## config.mk

```make
export PLATFORM = sky130hd
export DESIGN_NAME = student_fir_out_requant
export DESIGN_NICKNAME = d
export VERILOG_FILES = /design/src/rtl/student_fir_out_requant.sv
export SDC_FILE = /design/constraint.sdc
export NUM_CORES = 1
export LEC_CHECK = 0
export ABC_AREA = 1
export CORE_ASPECT_RATIO = 1.25
export CORE_MARGIN = 2
export CORE_UTILIZATION = 58
export CTS_BUF_LIST = sky130_fd_sc_hd__clkbuf_4 sky130_fd_sc_hd__clkbuf_8
export CTS_CLUSTER_SIZE = 20
export DETAILED_ROUTE_END_ITERATION = 8
export GPL_ROUTABILITY_DRIVEN = 0
export PLACE_DENSITY = 0.95
export SLEW_MARGIN = 30
export SYNTH_ARGS = -nofsm -noshare
export SYNTH_HDL_FRONTEND = slang
export SYNTH_SLANG_ARGS = --single-unit
```

## constraint.sdc

```tcl
create_clock -name clk_i -period 2.7 [get_ports clk_i]
set_input_delay 0.54 -clock clk_i [delete_from_list [all_inputs] [get_ports clk_i]]
set_output_delay 0.54 -clock clk_i [all_outputs]
set_load 0.1 [all_outputs]
```

## src/rtl/student_fir_out_requant.sv

```systemverilog
// FIR output requantiser: round, shift and saturate each FIR result to codec width,
// then buffer the samples in a small FIFO that the I2S transmitter drains once per frame.
module student_fir_out_requant #(
    parameter int DATA_SIZE_FIR_OUT = 32,
    parameter int DATA_SIZE         = 16,
    parameter int SHIFT             = 15,
    parameter int DEPTH             = 4
) (
    input  logic                         clk_i,
    input  logic                         rst_i,
    input  logic [DATA_SIZE_FIR_OUT-1:0] y_i,
    input  logic                         y_valid_i,
    input  logic                         sample_req_i,
    output logic [DATA_SIZE-1:0]         sample_o,
    output logic                         sample_valid_o,
    input  logic                         clear_i,
    output logic                         overflow_o,
    output logic                         underrun_o,
    output logic [15:0]                  sat_cnt_o,
    output logic [$clog2(DEPTH):0]       level_o
);

    localparam int WE = DATA_SIZE_FIR_OUT + 1;
    localparam int AW = $clog2(DEPTH);
    localparam int LW = AW + 1;
    localparam logic [LW-1:0] FULL = LW'(DEPTH);
    localparam logic signed [WE-1:0] HALF = {{(WE-1){1'b0}}, 1'b1} << (SHIFT - 1);

    logic signed [WE-1:0] ext;
    logic signed [WE-1:0] rnd;
    logic signed [WE-1:0] r1;
    logic                 v1;

    // One extra bit of headroom keeps the rounding addition from wrapping.
    assign ext = signed'({y_i[DATA_SIZE_FIR_OUT-1], y_i});
    assign rnd = (ext + HALF) >>> SHIFT;

    always_ff @(posedge clk_i or posedge rst_i) begin
        if (rst_i) begin
            r1 <= '0;
            v1 <= 1'b0;
        end else begin
            v1 <= y_valid_i;
            if (y_valid_i) r1 <= rnd;
        end
    end

    logic [WE-DATA_SIZE:0] hi;
    logic                  in_range;
    logic [DATA_SIZE-1:0]  sat_val;
    logic [DATA_SIZE-1:0]  s2_next;
    logic                  sat_evt;
    logic [DATA_SIZE-1:0]  s2;
    logic                  v2;

    // In range exactly when every bit above the sample sign bit matches it.
    assign hi       = r1[WE-1:DATA_SIZE-1];
    assign in_range = (&hi) | (~|hi);
    assign sat_val  = r1[WE-1] ? {1'b1, {(DATA_SIZE-1){1'b0}}}
                               : {1'b0, {(DATA_SIZE-1){1'b1}}};
    assign s2_next  = in_range ? r1[DATA_SIZE-1:0] : sat_val;
    assign sat_evt  = v1 & ~in_range;

    always_ff @(posedge clk_i or posedge rst_i) begin
        if (rst_i) begin
            s2 <= '0;
            v2 <= 1'b0;
        end else begin
            v2 <= v1;
            if (v1) s2 <= s2_next;
        end
    end

    logic [DATA_SIZE-1:0] mem [DEPTH];
    logic [AW-1:0]        wr_ptr;
    logic [AW-1:0]        rd_ptr;
    logic [LW-1:0]        level;
    logic                 full;
    logic                 empty;
    logic                 pop;
    logic                 wr;
    logic                 ovf_evt;
    logic                 unr_evt;

    assign full    = (level == FULL);
    assign empty   = (level == '0);
    assign pop     = sample_req_i & ~empty;
    assign wr      = v2 & (~full | pop);
    assign ovf_evt = v2 & full & ~pop;
    assign unr_evt = sample_req_i & empty;
    assign level_o = level;

    always_ff @(posedge clk_i) begin
        if (wr) mem[wr_ptr] <= s2;
    end

    always_ff @(posedge clk_i or posedge rst_i) begin
        if (rst_i) begin
            wr_ptr <= '0;
            rd_ptr <= '0;
            level  <= '0;
        end else begin
            if (wr)  wr_ptr <= wr_ptr + 1'b1;
            if (pop) rd_ptr <= rd_ptr + 1'b1;
            case ({wr, pop})
                2'b10:   level <= level + 1'b1;
                2'b01:   level <= level - 1'b1;
                default: level <= level;
            endcase
        end
    end

    // On underrun sample_o holds, but the strobe still fires so I2S always transmits.
    always_ff @(posedge clk_i or posedge rst_i) begin
        if (rst_i) begin
            sample_o       <= '0;
            sample_valid_o <= 1'b0;
        end else begin
            sample_valid_o <= sample_req_i;
            if (pop) sample_o <= mem[rd_ptr];
        end
    end

    always_ff @(posedge clk_i or posedge rst_i) begin
        if (rst_i) begin
            overflow_o <= 1'b0;
            underrun_o <= 1'b0;
            sat_cnt_o  <= '0;
        end else begin
            if (ovf_evt)      overflow_o <= 1'b1;
            else if (clear_i) overflow_o <= 1'b0;
            if (unr_evt)      underrun_o <= 1'b1;
            else if (clear_i) underrun_o <= 1'b0;
            if (clear_i)
                sat_cnt_o <= {15'd0, sat_evt};
            else if (sat_evt && !(&sat_cnt_o))
                sat_cnt_o <= sat_cnt_o + 16'd1;
        end
    end

endmodule

```

; Word level (Yosys, flattened, before mapping)
; Memory sizes are Yosys's and may differ from the RTL's. A register that Yosys moved wholly into a read port is not among the register bits.
; Index checks and enable logic that the tools add are counted.
[totals]
ff_bits = 62
ramBits = 64
inputBits = 37
out_inout_bits = 38
elab_cells = 54
mem_count = 1
[classes]
addsub = 6
eq_ne = 3
muxes = 10
bitwise_logic = 12
reduce_logical = 11
[memory_table]
columns = memory, words, width, rd, rd_clocked_by_memory_dff, write_ports, line
row1 = mem, 4, 16, 1, 1, 1, 74  ; logic [DATA_SIZE-1:0] mem [DEPTH];
[op_table]
columns = cell, count
row1 = $mux W16, 4
row2 = $add A32 B16 Y33 const B, 1
row3 = $reduce_and A18 Y1, 1
row4 = $reduce_or A18 Y1, 1
row5 = $add A16 B1 Y16 const B, 1
row6 = $reduce_and A16 Y1, 1
row7 = $reduce_bool A2 Y1, 4
row8 = $and A1 B1 Y1, 6
row9 = $pmux W3 S2, 1
row10 = $mux W1, 5
row11 = $add A2 B1 Y2 const B, 2
row12 = $not A1 Y1, 4
row13 = $add A3 B1 Y3 const B, 1
row14 = $eq A3 B3 Y1 const B, 1
row15 = $logic_not A3 Y1, 1
row16 = $sub A3 B1 Y3 const B, 1
row17 = $eq A2 B1 Y1 const B, 1
row18 = $eq A2 B2 Y1 const B, 1
row19 = $logic_not A1 Y1, 2
row20 = $or A1 B1 Y1, 2
row21 = $logic_and A1 B1 Y1, 1

; Longest topological paths before layout
; Gate-level depths: netlist of run 1.
[logic_depth]
ltp_word = 8
ltp_mapped = 11
mapped_depth_nobuf = 10

; Least setup slack after synthesis of run 1
; No wires, ideal clock.
[synth_path]
kind = register to register
from = reg level[2], in the netlist level_o[2]
to = reg level[2], in the netlist level_o[2]
setup_ps = 131
t_arrival_ps = 2599
t_required_ps = 2569
path_slack_ps = -30
path_stages_with_launch = 12
path_buffers = 1
period_less_slack_ps = 2730
path_cell_list = dfrtp_1 > inv_1 > nand2_1 > nand2_1 > clkinv_1 > clkbuf_1 > ha_1 > inv_1 > fa_1 > a21oi_1 > o21ai_0 > xor2_1
[synth_between]
elab_chain_cells = 7
elab_cells_between_ends = 13
classes_between = add/sub: 2 / eq/ne: 3 / mux: 1 / bitwise: 5 / reduce/logical: 2
[synth_lines]
columns = element, line
row1 = from (decl), 77  ; logic [LW-1:0] level;
row2 = from (signal assigned), 106  ; 2'b10: level <= level + 1'b1;
row3 = from (signal assigned), 107  ; 2'b01: level <= level - 1'b1;
row4 = from (signal assigned), 108  ; default: level <= level;
row5 = $logic_not A3 Y1 (*), 86  ; assign empty = (level == '0);
row6 = $not A1 Y1 (*), 87  ; assign pop = sample_req_i & ~empty;
row7 = $and A1 B1 Y1 (*), 87
row8 = net pop, 80  ; logic pop;
row9 = $or A1 B1 Y1, 88  ; assign wr = v2 & (~full | pop);
row10 = $and A1 B1 Y1, 88
row11 = $eq A2 B1 Y1 or $eq A2 B2 Y1 (tied branches), 105  ; case ({wr, pop})
row12 = $pmux W3 S2 or $reduce_bool A2 Y1 (tied branches), --
; The timed path passes the listed nets; every way through them passes the cells marked *.
; A chain may end at the register's enable or synchronous reset.

; Worst setup path in the final report of run 1
[layout_path]
from = in sample_req_i
to = reg level[2], in the netlist level_o[2]
[layout_between]
elab_chain_cells = 5
elab_cells_between_ends = 7
classes_between = eq/ne: 2 / mux: 1 / bitwise: 3 / reduce/logical: 1
[layout_lines]
columns = element, line
row1 = from (decl), 13  ; input logic sample_req_i,
row2 = $and A1 B1 Y1 (*), 87
row3 = $or A1 B1 Y1, 88
row4 = $and A1 B1 Y1, 88
row5 = $eq A2 B1 Y1 or $eq A2 B2 Y1 (tied branches), 105
row6 = $pmux W3 S2 or $reduce_bool A2 Y1 (tied branches), --
; Every way passes the cells marked *; elsewhere a longest branch is shown, timed or not.

==> results.txt, run 1 <==
status -> finished, final reports clean
Setup Buffers After CTS -> 0
H-tree depth -> 4
post-synth cell types -> 32
routed vias -> 5001
design area -> 0.00735 mm2
I/O pins -> 75
area of placed instances -> 0.00688 mm2
fin crit share -> 0.751
max_cap viols -> 0
P&R area growth vs syn -> 18.1%
initial antenna violation count -> 0
Placed Instances -> 825
gr usage total -> 0.260
core box area -> 0.0105 mm2
total grt overflow -> 0
VDD IR max -> 0.470 mV
Initial Utilization -> 0.592
crit path cell chain -> clkdlybuf4s50_1 -> inv_1 -> nand3_1 -> nand2_1 -> ha_1 -> inv_1 -> fa_1 -> a21oi_1 -> o21ai_0 -> xor2_1
min Tclk post-route -> 2.03 ns
crit path launch type -> input pin
fin nets -> 757
DRT iter0 DRCs -> 519
clock tree sinks -> 142
Post-DP HPWL -> 9040 um
Pins Over Slew Limit -> 0
P_leak -> 3.08 nW
Slew @ Worst Pin -> 0.723 ns
Critical Path AT -> 2.35 ns
Synth Cell Area -> 0.00623 mm2
Post-synth ARST share -> 0.549
crit-path max FO -> 3
hold-fix buffers at CTS -> 0
syn nets -> 688
crit end category -> flip-flop
die width -> 96.7 um
DRT Pass-1 Iters -> 6
TNS Setup -> 0 ns
Die H -> 120 um
clock latency on the worst-skew pair -> 0.45 ns
register area -> 0.00388 mm2
CP Class -> in -> reg
critical path required time -> 3.02 ns
CTS Buf Count -> 17
final cell count without fillers -> 857
first-pass GRT wire length -> 23800 um
pre-CTS setup slack -> 0.281 ns
setup ws final -> 0.673 ns
Layout Skew -> 0.00979 ns
min-delay worst type -> in -> async
post-synthesis sequential element count -> 142
clock slew at reported path FFs -> 0.08 ns
die area -> 0.0116 mm2
upper clock frequency limit -> 493 MHz
slowest CP cell -> clkdlybuf4s50_1
CTS max path bufs -> 2
Most used DFF post-synth -> dfrtp_1
syn_area_per_cell -> 9.68 um2
flop2flop setup slack -> 0.72 ns
DR WL/cell -> 16.9 um
pwr dens -> 1070 mW/mm2
CTS tree -> done
vias per cell -> 5.84
routed wire length -> 14500 um
fillers -> 709
cells after synthesis -> 643
Rows -> 42
final-report hold violation count -> 0
Setup violations, final -> 0
Most common cell on crit path -> inv_1
Root Buffer -> clkbuf_8
register area share after synthesis -> 0.622
Core Util, Final -> 0.700
relative slew slack -> 0.518
largest net degree at the start of global routing -> 63
number of flops mapped to enable cells by yosys -> 64
Resized cells post-CTS -> 0
# port buffers -> 60
unrepaired setup endpoints after global routing -> false
Multi-input gate area -> 0.00207 mm2
diode count -> 0
DRC violation count after routing -> 0
DRT antenna net count -> 0
Yosys Warn Count -> 0
max incr delay on CP -> 0.44 ns
ratio of cells with drive above 1 in the final layout -> 0.137
vias in the first global route -> 4951
## area by class of cell
cell class	count	share of cell area
multi-input cells	438	0.282
well taps	132	0.0225
repair buffers	72	0.0827
flip-flops and latches	142	0.527
inverters	41	0.0218
clock inverters	12	0.0296
clock buffers	20	0.0349
## state kept, by name, summed over array words and instances (netlist names)
signal,cells
mem,64
r1,18
s2,16
sample_o,16
sat_cnt_o,16
level_o,3
rd_ptr,2
wr_ptr,2
overflow_o,1
sample_valid_o,1
underrun_o,1
v1,1
v2,1
## path summary, 6_finish.rpt
kind                              startpoint     endpoint  cells past startpoint
worst max-delay path            sample_req_i   level_o[2]                     10
worst min-delay path                   rst_i  sample_o[6]                      2
worst max register to register    level_o[1]   level_o[2]                      9
worst min register to register        r1[13]       r1[13]                      2
max in group asynchronous              rst_i   level_o[2]                      3
min in group clk_i                    r1[13]       r1[13]                      2
## kinds of logic (layout without fill, tap and decap cells)
logic type,Yosys count,in the layout,share of synthesized area
AND/OR/NAND/NOR,318,318,0.208
AO/OA/AOI/OAI,96,96,0.0844
flip-flops,142,142,0.622
adder cells (fa/ha/maj),8,8,0.0173
buffers and inverters,63,145,0.0452
XOR/XNOR,16,16,0.0225
## where the power goes
group          total, mW  switching, mW  internal, mW
Clock               2.00          0.781          1.22
Sequential          3.09          0.313          2.77
Combinational       2.81           2.14         0.662
## worst max-delay path: cells and delay by family
| kind | cells | cell delay (ns) |
|---|---|---|
| fa+ha+maj | 2 | 0.54 |
| buf+inv | 3 | 0.60 |
| compound gates | 2 | 0.27 |
| simple gates | 2 | 0.24 |
| xor+xnor | 1 | 0.15 |
## cell usage in the layout, fill, tap and decap left out, types with 3 or more instances in the layout
cell type        count
nor2_1             145
nand2_1            122
dfrtp_1             76
edfxtp_1            64
buf_4               49
o21ai_0             46
inv_1               35
nand3_1             25
a21oi_1             23
clkdlybuf4s50_1     22
a31oi_1             21
clkbuf_8            17
xor2_1              13
nand4_1             13
nand2_2              7
ha_1                 7
bufinv_16            6
clkinv_1             3
xnor2_1              3
clkinvlp_4           3
clkbuf_4             3
## routing by layer
| layer | GRT usage | routed length [um] | up-vias |
|---|---|---|---|
| met1 | 0.308 | 5420 | 2374 |
| met5 | 0 | 0 | - |
| li1 | - | - | 2279 |
| met2 | 0.460 | 7660 | 299 |
| met4 | 0.112 | 389 | 0 |
| met3 | 0.0553 | 1050 | 49 |
## per-stage QoR
stage | power [mW] | hold WS, ns
finish | 7.89 | 0.475
global route | 8.22 | 0.510
CTS | 7.90 | 0.482
detailed placement | 5.86 | 0.468
global placement | 5.70 | 0.461
floorplan | 5.14 | 0.369
## synth_stat cells (all sizes together) (3+ instances only)
library cell | instances | area, um2
edfxtp | 64 | 1920
nand4 | 13 | 81.3
nand3 | 25 | 125
nor2 | 148 | 573
nand2 | 129 | 502
buf | 10 | 70.1
xnor2 | 3 | 26.3
xor2 | 13 | 114
o21ai | 49 | 257
clkbuf | 12 | 55.1
dfrtp | 78 | 1950
ha | 7 | 87.6
inv | 39 | 149
a31oi | 21 | 131
a21oi | 23 | 115
(Power assumes the default switching activity.)
==> run 2, diff against run 1 <==
Clock period 2.7 ns to 2 ns, I/O delays scaled along.
==> run 2 against run 1 <==
Effect of this change: count of clock-buffer cells in the layout shrank 2; die area stayed put; sequential share of layout area down 1.1 points; largest power group is now combinational cells; final area grew 2.6%; largest cell class unchanged; combinational power rose by 48%; critical path depth down 1.
==> results.txt, run 2 (synthesis gave the netlist of run 1 again) <==
status -> finished, final reports clean
unrepaired setup endpoints after global routing -> false
clock latency on the worst-skew pair -> 0.46 ns (about the same)
Root Buffer -> clkbuf_8
setup ws final -> 0.0646 ns (-0.608 ns)
max_cap viols -> 0 (unchanged)
routed vias -> 5083 (+1.6%)
Setup violations, final -> 0 (unchanged)
clock slew at reported path FFs -> 0.09 ns (about the same)
Biggest register -> mem
crit end category -> flip-flop
fin nets -> 767 (+1.3%)
largest net degree at the start of global routing -> 79 (+25%)
crit-path max FO -> 2 (-1)
total grt overflow -> 0 (unchanged)
uppermost layer routed -> met4
Initial Utilization -> 0.592 (unchanged)
Pins Over Slew Limit -> 0 (unchanged)
die area -> 0.0116 mm2 (unchanged)
DRT iter0 DRCs -> 491 (-5.4%)
critical path required time -> 2.33 ns (-0.69 ns)
upper clock frequency limit -> 517 MHz
Critical Path AT -> 2.26 ns (-0.09 ns)
I/O pins -> 75 (unchanged)
vias per cell -> 5.86 (+0.47%)
commonest cells after routing, fill and taps aside -> nor2_1, nand2_1, dfrtp_1
met1 WL -> 5400 um (-0.30%)
die width -> 96.7 um (unchanged)
first-pass GRT wire length -> 23400 um (-1.7%)
# port buffers -> 60 (unchanged)
pre-CTS setup slack -> -0.273 ns (-0.555 ns)
DRT Pass-1 Iters -> 6 (unchanged)
vias in the first global route -> 4962 (+0.22%)
ratio of cells with drive above 1 in the final layout -> 0.178 (+0.0417)
core box area -> 0.0105 mm2 (unchanged)
Layout Skew -> 0.0185 ns (+0.00875 ns)
clock tree sinks -> 142 (unchanged)
area of placed instances -> 0.00707 mm2 (+2.7%)
DR WL/cell -> 17.2 um (+1.6%)
hold-fix buffers at CTS -> 0 (unchanged)
VDD IR max -> 0.723 mV (+54%)
CP Class -> reg -> reg
pwr dens -> 1430 mW/mm2 (+33%)
Post-DP HPWL -> 8770 um (-2.9%)
CTS Buf Count -> 17 (unchanged)
H-tree depth -> 4 (unchanged)
met3 WL -> 1040 um (-0.96%)
P&R area growth vs syn -> 21.2%
gr usage total -> 0.257 (-0.00312)
relative slew slack -> 0.628 (+0.110)
min-delay worst type -> in -> async
CTS max path bufs -> 2 (unchanged)
crit path launch type -> flip-flop
P_leak -> 3.11 nW (+1.0%)
most common cell after layout, fill and taps aside -> nor2_1
DRT antenna net count -> 0 (unchanged)
fin crit share -> 0.968
Largest register FFs -> 64 (unchanged)
final-report hold violation count -> 0 (unchanged)
diode count -> 0 (unchanged)
design area -> 0.00754 mm2 (+2.6%)
min Tclk post-route -> 1.94 ns
met2 routed WL -> 7860 um (+2.6%)
routed wire length -> 14900 um (+2.8%)
Slew @ Worst Pin -> 0.557 ns (-0.166 ns)
biggest regs -> mem: 64 flops, r1: 18 flops
CTS tree -> done
Rows -> 42 (unchanged)
initial antenna violation count -> 0 (unchanged)
DRC violation count after routing -> 0 (unchanged)
flop2flop setup slack -> 0.06 ns (-0.66 ns)
Die H -> 120 um (unchanged)
run 2: per-stage QoR:
| step | setup TNS (ns) | hold WS [ns] | power (mW) | std cells | utilization |
|---|---|---|---|---|---|
| floorplan | -1.85 | 0.369 | 7.00 | 643 | - |
| global route | 0 | 0.435 | 11.2 | 867 | 0.718 |
| CTS | 0 | 0.424 | 10.6 | 864 | 0.714 |
| detailed placement | -0.391 | 0.460 | 8.07 | 832 | 0.672 |
| finish | 0 | 0.408 | 10.8 | 867 | 0.718 |
| global placement | -0.200 | 0.458 | 7.87 | 832 | 0.672 |
run 2: worst max-delay path, cell delays in order, from the launching register on:
cell	delay (ns)
dfrtp_4	0.50
nor2_4	0.15
nand3_2	0.11
nand2_2	0.10
ha_2	0.19
inv_2	0.05
fa_2	0.34
a21oi_2	0.12
o21ai_1	0.11
xor2_1	0.16
run 2: area by class of cell:
cell class,instances,area [um2]
clock buffer,18,241
clock inverter,14,194
fill,659,2970
inverter,41,161
multi-input combinational,438,2100
sequential,142,3890
tap,132,165
timing repair buffer,82,783
run 2: per-layer routing:
| metal | vias up | global-route usage |
|---|---|---|
| li1 | 2293 | - |
| met1 | 2408 | 0.286 |
| met2 | 307 | 0.466 |
| met3 | 75 | 0.0582 |
| met4 | 0 | 0.122 |
| met5 | - | 0 |
run 2: timing repair:
action,CTS,global route
endpoints found under the setup margin,1,1
setup buffers,0,3
pin swaps,0,3
gates resized for setup,2,5
run 2: worst paths after layout:
| kind | cells past startpoint | start | end |
|---|---|---|---|
| min in group clk_i | 1 | sample_req_i | sample_valid_o |
| max | 9 | level_o[1] | level_o[2] |
| min | 3 | rst_i | sat_cnt_o[2] |
| max in group asynchronous | 3 | rst_i | sat_cnt_o[10] |
| min reg2reg | 2 | r1[0] | r1[0] |
| max reg2reg | 9 | level_o[1] | level_o[2] |
run 2: report_power, final:
part	switching (mW)	internal, mW	leakage, nW
Clock	1.11	1.37	0.204
Combinational	3.08	1.07	1.40
Sequential	0.369	3.76	1.50
Total	4.56	6.20	3.11
